$ cat src/rtl/philv_sequencer.sv
// Multi-cycle control sequencer for the PhilosophyV core: FETCH/DECODE/EXECUTE/MEM/WRITEBACK.
// Moore outputs from registered state/class; ir_load, mdr_load and store pc_write are qualified by mem_ready.
module philv_sequencer #(
  parameter int CNT_W       = 32,
  parameter int MEM_TIMEOUT = 16
) (
  input  logic             clk,
  input  logic             rst,
  input  logic             run,
  input  logic [31:0]      instr,
  input  logic             mem_ready,
  output logic             mem_req,
  output logic             mem_we,
  output logic             mem_addr_sel,
  output logic             ir_load,
  output logic             mdr_load,
  output logic             control_override,
  output logic             alu_src_immed,
  output logic             reg_write,
  output logic             wb_sel_mem,
  output logic             pc_write,
  output logic             halt,
  output logic [1:0]       halt_cause,
  output logic [2:0]       state,
  output logic [CNT_W-1:0] instr_retired
);

  localparam logic [2:0] S_IDLE   = 3'd0;
  localparam logic [2:0] S_FETCH  = 3'd1;
  localparam logic [2:0] S_DECODE = 3'd2;
  localparam logic [2:0] S_EXEC   = 3'd3;
  localparam logic [2:0] S_MEM    = 3'd4;
  localparam logic [2:0] S_WB     = 3'd5;
  localparam logic [2:0] S_HALT   = 3'd6;

  localparam logic [1:0] C_OP    = 2'd0;
  localparam logic [1:0] C_OPIMM = 2'd1;
  localparam logic [1:0] C_LOAD  = 2'd2;
  localparam logic [1:0] C_STORE = 2'd3;

  localparam logic [1:0] CAUSE_ILLEGAL = 2'b01;
  localparam logic [1:0] CAUSE_TIMEOUT = 2'b10;

  localparam logic [7:0] WAIT_LAST = 8'(MEM_TIMEOUT - 1);

  logic [2:0]       state_q, state_d;
  logic [1:0]       class_q, class_d;
  logic [7:0]       wait_q, wait_d;
  logic [1:0]       cause_q, cause_d;
  logic [CNT_W-1:0] cnt_q, cnt_d;

  logic waiting;
  logic timeout;
  logic retire;
  logic unused_instr_bits;

  assign unused_instr_bits = ^instr[31:7];

  always_ff @(posedge clk) begin
    if (rst) begin
      state_q <= S_IDLE;
      class_q <= C_OP;
      wait_q  <= '0;
      cause_q <= '0;
      cnt_q   <= '0;
    end else begin
      state_q <= state_d;
      class_q <= class_d;
      wait_q  <= wait_d;
      cause_q <= cause_d;
      cnt_q   <= cnt_d;
    end
  end

  // The N-th consecutive wait cycle sees wait_q == N-1, so timeout fires on WAIT_LAST.
  assign waiting = ((state_q == S_FETCH) || (state_q == S_MEM)) && !mem_ready;
  assign timeout = waiting && (wait_q == WAIT_LAST);

  always_comb begin
    state_d = state_q;
    class_d = class_q;
    wait_d  = waiting ? wait_q + 8'd1 : wait_q;
    cause_d = cause_q;
    cnt_d   = cnt_q;
    retire  = 1'b0;
    case (state_q)
      S_IDLE: begin
        if (run) begin
          state_d = S_FETCH;
          wait_d  = '0;
        end
      end
      S_FETCH: begin
        if (mem_ready) begin
          state_d = S_DECODE;
        end else if (timeout) begin
          state_d = S_HALT;
          cause_d = CAUSE_TIMEOUT;
        end
      end
      S_DECODE: begin
        state_d = S_EXEC;
        case (instr[6:0])
          7'b0110011: class_d = C_OP;
          7'b0010011: class_d = C_OPIMM;
          7'b0000011: class_d = C_LOAD;
          7'b0100011: class_d = C_STORE;
          default: begin
            state_d = S_HALT;
            cause_d = CAUSE_ILLEGAL;
          end
        endcase
      end
      S_EXEC: begin
        if ((class_q == C_LOAD) || (class_q == C_STORE)) begin
          state_d = S_MEM;
          wait_d  = '0;
        end else begin
          state_d = S_WB;
        end
      end
      S_MEM: begin
        if (mem_ready) begin
          if (class_q == C_STORE) retire = 1'b1;
          else                    state_d = S_WB;
        end else if (timeout) begin
          state_d = S_HALT;
          cause_d = CAUSE_TIMEOUT;
        end
      end
      S_WB:   retire = 1'b1;
      S_HALT: state_d = S_HALT;
      default: begin
        state_d = S_HALT;
        cause_d = CAUSE_ILLEGAL;
      end
    endcase

    if (retire) begin
      cnt_d = cnt_q + CNT_W'(1);
      if (run) begin
        state_d = S_FETCH;
        wait_d  = '0;
      end else begin
        state_d = S_IDLE;
      end
    end
  end

  always_comb begin
    mem_req          = 1'b0;
    mem_we           = 1'b0;
    mem_addr_sel     = 1'b0;
    ir_load          = 1'b0;
    mdr_load         = 1'b0;
    control_override = 1'b0;
    alu_src_immed    = 1'b0;
    reg_write        = 1'b0;
    wb_sel_mem       = 1'b0;
    pc_write         = 1'b0;
    halt             = 1'b0;
    case (state_q)
      S_FETCH: begin
        mem_req          = 1'b1;
        control_override = 1'b1;
        ir_load          = mem_ready;
      end
      S_EXEC: begin
        case (class_q)
          C_OP:    ;
          C_OPIMM: alu_src_immed = 1'b1;
          default: begin
            control_override = 1'b1;
            alu_src_immed    = 1'b1;
          end
        endcase
      end
      S_MEM: begin
        mem_req          = 1'b1;
        mem_addr_sel     = 1'b1;
        control_override = 1'b1;
        alu_src_immed    = 1'b1;
        mem_we           = (class_q == C_STORE);
        pc_write         = (class_q == C_STORE) && mem_ready;
        mdr_load         = (class_q != C_STORE) && mem_ready;
      end
      S_WB: begin
        reg_write  = 1'b1;
        pc_write   = 1'b1;
        wb_sel_mem = (class_q == C_LOAD);
      end
      S_HALT: halt = 1'b1;
      default: ;
    endcase
  end

  assign halt_cause    = cause_q;
  assign state         = state_q;
  assign instr_retired = cnt_q;

endmodule
$ cat config.mk
export PLATFORM = sky130hd
export DESIGN_NAME = philv_sequencer
export DESIGN_NICKNAME = d
export VERILOG_FILES = /design/src/rtl/philv_sequencer.sv
export SDC_FILE = /design/constraint.sdc
export NUM_CORES = 1
export LEC_CHECK = 0
export ABC_CLOCK_PERIOD_IN_PS = 3100
export CAP_MARGIN = 20
export CELL_PAD_IN_SITES_DETAIL_PLACEMENT = 1
export CELL_PAD_IN_SITES_GLOBAL_PLACEMENT = 1
export CORE_MARGIN = 10
export CORE_UTILIZATION = 35
export DETAILED_ROUTE_END_ITERATION = 7
export PLACE_DENSITY = 0.85
export SYNTH_ARGS = -nofsm -noshare
export SYNTH_HDL_FRONTEND = slang
export SYNTH_SLANG_ARGS = --single-unit
$ cat constraint.sdc
create_clock -name clk -period 3.1 [get_ports clk]
set_input_delay 0.775 -clock clk [delete_from_list [all_inputs] [get_ports clk]]
set_output_delay 0.775 -clock clk [all_outputs]
set_load 0.02 [all_outputs]
* After elaboration in Yosys (flattened, before gate mapping) *
Cells that the tools add are included.

operators by class
  reductions and logical operators = 17
  equality and inequality tests = 21
  bitwise logic cells = 1
  $add $sub $neg = 2
  muxes and demuxes = 37

operators with widths
  operator                                        count
  2-to-1 mux 8 bit                                5
  adder 32 x 1 -> 32 bit (second input constant)  1
  2-to-1 mux 3 bit                                7
  one-hot mux 3 bit (6 select lines)              1
  one-hot mux 8 bit (2 select lines)              1
  == test 7 x 6 -> 1 bit (second input constant)  2
  2-to-1 mux 1 bit                                14
  == test 3 bit (second input constant)           3
  adder 8 x 1 -> 8 bit (second input constant)    1
  == test 8 x 4 -> 1 bit (second input constant)  1
  inequality test 2 bit (second input constant)   4
  one-hot mux 1 bit (2 select lines)              4
  one-hot mux 2 bit (4 select lines)              1
  OR reduction 4 bit                              2
  == test 7 x 2 -> 1 bit (second input constant)  1
  == test 7 x 5 -> 1 bit (second input constant)  1
  == test 3 x 2 -> 1 bit (second input constant)  2
  2-to-1 mux 2 bit                                3
  one-hot mux 2 bit (3 select lines)              1
  == test 2 bit (second input constant)           2
  logical AND 1 bit                               4
  inequality test 4 bit (second input constant)   1
  AND reduction 4 bit                             1
  nonzero test 4 bit                              1
  12 further kinds                                14

word-level totals
  register bits after elaboration = 47
  logic and storage cells = 83
  input port bits = 36

* Logic depth before layout (Yosys ltp) *
Gate-level depths: netlist of the first run.

  depth after elaboration = 8
  gate-level depth with buffers = 8
  gate-level depth less buffers = 5

* Worst setup path before layout of the first run *
OpenSTA, ideal clock, no wires.

  path type = register to output
  start = register state_q[2], in the netlist state[2]
  end = output port mdr_load
  stages on the path, launching flop included = 6
  data arrival time = 1.555 ns
  buffers on the path = 2
  setup slack = 0.770 ns
  path through = dfxtp_1 buf_2 buf_1 nand2_1 inv_1 and3_1

between the ends
  cells in the longest elaborated chain, start to end = 2

ends and longest elaborated chain
  element                 line  text
  start, declared         46    logic [2:0] state_q, state_d;
  start signal, assigned  67    state_q <= state_d;
  == test 3 bit           162   case (state_q)
  2-to-1 mux 1 bit        162
  end, declared           16    output logic mdr_load,

Every way passes these cells.

* Worst setup path in the final report of the first run *
  start = input port mem_ready
  end = output port mdr_load

between the ends
  cells in the longest elaborated chain, start to end = 2

ends and longest elaborated chain
  element            line  text
  start, declared    11    input logic mem_ready,
  logical AND 1 bit  185   mdr_load = (class_q != C_STORE) && mem_ready;
  2-to-1 mux 1 bit   162

Every way passes these cells.

==> results of run 1 <==
## cells in the final DEF (no fill, tap or decap), types with 2 or more instances in the layout
cell type,n
buf_4,15
dfxtp_1,47
o31ai_1,8
or4_1,12
xor2_1,9
nand4b_1,4
nand4_1,11
nand3b_1,4
and4_1,3
clkdlybuf4s50_1,56
nand2_1,25
nand2b_1,4
xnor2_1,8
nor4b_1,2
dlygate4sd2_1,2
and2_1,5
clkbuf_8,5
o21ai_0,10
and3_1,4
ha_1,2
a21oi_1,28
inv_1,9
nand3_1,10
nor2b_1,9
nor2_1,29
nor4_1,10
o21bai_1,2
mux2_1,7
or3b_2,2
nor3_1,7
or3_1,11
## cell type report
class	count	area, sq um	area share
Clock buffer	6	72.6	0.0216
Timing Repair Buffer	73	691	0.206
Tap cell	99	124	0.0369
Multi-Input combinational cell	242	1500	0.446
Inverter	9	33.8	0.0101
Sequential cell	47	941	0.280
## sequential cells by signal, summed over array words and instances, names as in the netlist
name	cells
class_q	2
instr_retired	32
wait_q	8
halt_cause	2
state	3
## layer usage
| metal | routed length (um) | up-vias |
|---|---|---|
| li1 | - | 1273 |
| met3 | 444 | 8 |
| met2 | 4040 | 55 |
| met4 | 68 | 0 |
| met1 | 3350 | 1270 |
| met5 | 0 | - |
## final timing paths
| path | to | from | slack [ps] | cells after the start |
|---|---|---|---|---|
| worst min-delay path | halt_cause[0] | halt_cause[0] | 450 | 2 |
| worst max-delay path | mdr_load | mem_ready | 120 | 3 |
| worst min register to register | halt_cause[0] | halt_cause[0] | 450 | 2 |
| worst max register to register | instr_retired[29] | state[2] | 630 | 6 |
## logic make-up (layout without fill, tap and decap cells)
| group | after synthesis | after routing | share of synthesized area |
|---|---|---|---|
| AOI/OAI and AO/OA | 58 | 58 | 0.136 |
| xor gates and xnor gates | 17 | 17 | 0.0585 |
| adders and majority gates | 2 | 2 | 0.00982 |
| buffers and inverters | 26 | 88 | 0.0432 |
| DFF | 47 | 47 | 0.369 |
| muxes | 8 | 8 | 0.0349 |
| and+or+nand+nor | 157 | 157 | 0.348 |
## power breakdown
group / internal, mW / switching [mW] / leakage (nW)
clock: 0.151 / 0.193 / 0.0371
sequential: 0.609 / 0.0172 / 0.379
combinational: 0.0748 / 0.0828 / 0.705
total: 0.834 / 0.293 / 1.12
## worst reg2reg max path, stage by stage (launching register included)
cell and delay, ps:
dfxtp_1 560, buf_4 260, nand4b_1 220, or3_1 400, buf_4 190, nor4_1 380
mux2_1 360
## cell usage after synthesis (all sizes together), types with 2 or more instances
master	instances
inv	9
nand3b	4
or3	11
o21bai	2
nor2	29
clkbuf	11
nand4b	4
nand2	25
nor2b	9
nor4	10
mux2	7
xor2	9
and2	5
and4	3
o21ai	10
or3b	2
o31ai	8
buf	6
ha	2
a21oi	28
nand2b	4
and3	4
nor4b	2
nor3	7
or4	12
nand3	10
xnor2	8
dfxtp	47
nand4	12
## per-stage QoR
step                hold slack (ps)  setup TNS [ps]   util  cells  total power, mW
floorplan                       458               0      -    315            0.724
global placement                440           -68.4  0.458    470            0.796
detailed placement              451            -331  0.458    470            0.800
CTS                             462               0  0.468    476             1.14
global route                    504               0  0.468    476             1.18
finish                          453               0  0.468    476             1.13
==> flow_metrics.tcl, run 1 <==
set metrics [dict create \
    critPathSlowestCell "clkdlybuf4s50_1" \
    yosys-top-cells-area "dfxtp_1 (37%), a21oi_1 (5.5%), nor2_1 (4.3%), nand2_1 (3.7%), or4_1 (3.5%)" \
    cts_sinks 47 \
    ctsHoldBuffers 0 \
    port_buffers 58 \
    path_buf_inv 2 \
    synth_cells 315 \
    p_per_area_mw_per_mm2 336 \
    first_pass_iters 4 \
    status "finished, final reports clean" \
    synth_ff_type "dfxtp_1" \
    drv_cap 0 \
    place_area_sq_mm 0.00329 \
    drt_iter0_drc 76 \
    peakVddDrop_uv 153 \
    htreeDepth 2 \
    netlist.area_leader.share 0.369 \
    grt_pass1_vias 2811 \
    drcViolationCount 0 \
    dpl.hpwl_mm 5.97 \
    worst_pin_slew_ps 585 \
    max_clock_freq_ghz 0.336 \
    path_delay_family "buffers and inverters" \
    post-route-period-util 0.961 \
    die_area_sq_mm 0.0111 \
    wirelength_mm 7.90 \
    grt_util_met1 0.153 \
    synth_top_area_cell "dfxtp_1" \
    syn_to_final_growth_pct 31.8 \
    setup_viol 0 \
    drive_gt1_frac 0.0663 \
    tritoncts "yes" \
    slew_headroom 0.609 \
    vias 2606 \
    clock_skew_ps 7.82 \
    syn_nets 353 \
    num_io_pins 84 \
    ys_warn_count 0 \
    cp-end-kind "primary output" \
    critPathLaunchType "input port" \
    place.gp.congestion 0.777 \
    leakage_nw 1.12 \
    die_h_um 105 \
    cts.clk_slew.worst_paths_ps 80 \
    cts_made_buffers 5 \
    rows 31 \
    period_minus_slack_ps 2980 \
    synth_edf_count 0 \
    rsz0062_at_grt "no" \
    critPathArrivalTime_ps 2200 \
    syn_area_per_cell_sq_um 8.09 \
    cts_resized 2 \
    hp-class "reg2reg" \
    antenna_cells 0 \
    initial_utilization 0.355 \
    grtUsageTotal 0.140 \
    grt_use_met3 0.0420 \
    grt.busiest_layer "met2" \
    final-hold-violation-count 0 \
    dieWidth_um 105 \
    pre_cts_slack_ps -102 \
    crit_chain "clkdlybuf4s50_1, and3_1, clkdlybuf4s50_1" \
    grtUsageMet2 0.256 \
    ys_seq_elements 47 \
    fin_nets 416 \
    final_area_sq_mm 0.00336 \
    ys_types 47 \
    maxSlewViolCount 0 \
    grt_max_degree 33 \
    viasPerCell 5.47 \
    crit_required_ps 2320 \
    final_antenna_net_count 0 \
    grt_pass1_wl_mm 13.4 \
    path_class "in2out" \
    clock_latency_ps 300 \
    routedWlPerCell_um 16.6 \
    cts_root_buffer "clkbuf_8" \
    async_reset_ff_frac 0 \
    path_max_fanout 7 \
    fp.coreArea_sq_mm 0.00718 \
    cts_setup_buffers 0 \
    yosysSeqAreaShare 0.369 \
    clockBufferDepth 2 \
    nFillCells 883 \
    cp_common_cell "clkdlybuf4s50_1" \
    grt_overflow 0 \
    syn-cell-area_sq_mm 0.00255 \
    setup_ws_ps 122 \
    antenna_found_initial 0 \
    max_stage_delay_ps 610 \
]
Power figures use the tool's default switching activity.
==> inputs of run 2 (changes only) <==
--- a/config.mk
+++ b/config.mk
@@ -6,13 +6,13 @@
 export NUM_CORES = 1
 export LEC_CHECK = 0
 export ABC_CLOCK_PERIOD_IN_PS = 3100
-export CAP_MARGIN = 20
+export CAP_MARGIN = 10
 export CELL_PAD_IN_SITES_DETAIL_PLACEMENT = 1
 export CELL_PAD_IN_SITES_GLOBAL_PLACEMENT = 1
 export CORE_MARGIN = 10
 export CORE_UTILIZATION = 35
 export DETAILED_ROUTE_END_ITERATION = 7
-export PLACE_DENSITY = 0.85
+export PLACE_DENSITY = 0.95
 export SYNTH_ARGS = -nofsm -noshare
 export SYNTH_HDL_FRONTEND = slang
 export SYNTH_SLANG_ARGS = --single-unit
==> run 2 against run 1 <==
Cell count decreased by 0.21%. Combinational power increased by 3%. Critical path depth stayed put. Worst hold slack improved by 24 ps. Utilization is 0.31 points higher. Critical endpoint unchanged.
==> flow_metrics.tcl, run 2 (synthesis results as in run 1) <==
set metrics [dict create \
    status "finished, final reports clean" \
    tritoncts "yes" \
    port_buffers 58 \
    r2r-start "state[0]" \
    peakVddDrop_uv 175 \
    antenna_found_initial 0 \
    drt_iter0_drc 151 \
    syn_to_final_growth_pct 32.7 \
    first_pass_iters 4 \
    dpl.hpwl_mm 6.00 \
    finalPower_mw 1.27 \
    htreeDepth 2 \
    clock_latency_ps 310 \
    finalSetupTns_ps 0 \
    slew_headroom 0.377 \
    die_area_sq_mm 0.0111 \
    cts.clk_slew.worst_paths_ps 90 \
    rsz0062_at_grt "no" \
    p_per_area_mw_per_mm2 377 \
    place.gp.congestion 0.778 \
    num_io_pins 84 \
    whs_path_depth 2 \
    path_class "in2out" \
    period_minus_slack_ps 2980 \
    critPathArrivalTime_ps 2200 \
    viasPerCell 5.54 \
    cp-end-kind "primary output" \
    worst_pin_slew_ps 932 \
    largest_register_ffs 32 \
    place_area_sq_mm 0.00327 \
    drive_gt1_frac 0.0665 \
    final_cell_mix "clkdlybuf4s50_1 (56), dfxtp_1 (47), nor2_1 (29), a21oi_1 (28), nand2_1 (25)" \
    dieWidth_um 105 \
    regArea_sq_um 941 \
    routedWlPerCell_um 17.4 \
    grt_max_degree 25 \
    crit_required_ps 2320 \
    final-hold-violation-count 0 \
    post-route-period-util 0.960 \
    wirelength_mm 8.28 \
    worst_setup_path_startpoint "mem_ready" \
    multi_input_area_sq_mm 0.00150 \
    hp-class "reg2reg" \
    vias 2631 \
    cts_sinks 47 \
    clockBufferDepth 2 \
    die_h_um 105 \
    cts_made_buffers 5 \
    path_max_fanout 7 \
    final_area_sq_mm 0.00338 \
    drv_cap 0 \
    min_from "halt_cause[0]" \
    max_clock_freq_ghz 0.336 \
    fp.coreArea_sq_mm 0.00718 \
    setup_viol 0 \
    reg2reg_to "instr_retired[30]" \
    rows 31 \
    cts_root_buffer "clkbuf_8" \
    grt_overflow 0 \
    antenna_cells 0 \
    maxSlewViolCount 0 \
    reg2reg_depth 5 \
    nFillCells 881 \
    grtUsageTotal 0.144 \
    holdWs_ps 476 \
    final_antenna_net_count 0 \
    grt_pass1_wl_mm 13.6 \
    initial_utilization 0.355 \
    grt_pass1_vias 2771 \
    layout_commonest_cell "clkdlybuf4s50_1" \
    clock_skew_ps 4.87 \
    leakage_nw 1.13 \
    fin_nets 413 \
    drcViolationCount 0 \
    critPathLaunchType "input port" \
    r2r_slack_ps 630 \
    worstHoldEndpoint "halt_cause[0]" \
]
run 2: cell types whose count changed in the layout (fill, tap and decap cells not counted):
cell and change:
clkbuf_1 -1, clkinv_2 +1, bufinv_16 +1, clkbuf_8 +1
buf_4 -3
run 2: through the flow:
step | cells | util | worst slack [ps]
floorplan | 315 | - | 770
global placement | 467 | 0.455 | -101
detailed placement | 467 | 0.455 | -103
CTS | 475 | 0.471 | 131
global route | 475 | 0.471 | 19.3
finish | 475 | 0.471 | 123
run 2: repair_timing:
item / CTS / global route
setup endpoints to repair: 2 / 0
hold buffers: 0 / 0
resized for setup: 2 / 0
setup buffers: 0 / 0
run 2: worst max path at each step:
stage               end
4_1_cts        mdr_load
3_5_place_dp    ir_load
6_report       mdr_load
2_1_floorplan  mdr_load
3_3_place_gp    ir_load
5_1_grt        mdr_load
run 2: area by class of cell:
| class | count | area share |
|---|---|---|
| repair buffers | 70 | 0.198 |
| inverters | 9 | 0.00999 |
| well taps | 99 | 0.0366 |
| clock inverters | 2 | 0.0104 |
| clock buffers | 6 | 0.0244 |
| flip-flops and latches | 47 | 0.278 |
| multi-input cells | 242 | 0.443 |
run 2: critical path: stages:
cell and delay (ps):
clkdlybuf4s50_1 610, and3_1 200, clkdlybuf4s50_1 610
run 2: routing by layer:
| layer | global-route usage | vias to the layer above | part of all wire |
|---|---|---|---|
| met1 | 0.157 | 1290 | 0.42 |
| met2 | 0.259 | 57 | 0.52 |
| met5 | 0 | - | 0 |
| met3 | 0.0420 | 15 | 0.049 |
| li1 | - | 1269 | - |
| met4 | 0.0480 | 0 | 0.014 |
run 2: report_power, final:
part	leakage, nW	total [mW]	switching (mW)	internal (mW)
combinational	0.691	0.163	0.0899	0.0731
sequential	0.379	0.626	0.0171	0.609
clock	0.0612	0.484	0.223	0.261
total	1.13	1.27	0.330	0.943
==> inputs of run 3 (changes only) <==
--- a/config.mk
+++ b/config.mk
@@ -6,12 +6,12 @@
 export NUM_CORES = 1
 export LEC_CHECK = 0
 export ABC_CLOCK_PERIOD_IN_PS = 3100
-export CAP_MARGIN = 10
 export CELL_PAD_IN_SITES_DETAIL_PLACEMENT = 1
 export CELL_PAD_IN_SITES_GLOBAL_PLACEMENT = 1
 export CORE_MARGIN = 10
 export CORE_UTILIZATION = 35
 export DETAILED_ROUTE_END_ITERATION = 7
+export GPL_ROUTABILITY_DRIVEN = 0
 export PLACE_DENSITY = 0.95
 export SYNTH_ARGS = -nofsm -noshare
 export SYNTH_HDL_FRONTEND = slang
==> results of run 3 <==
The final DEF is identical to that of run 2; final timing and power are the same.
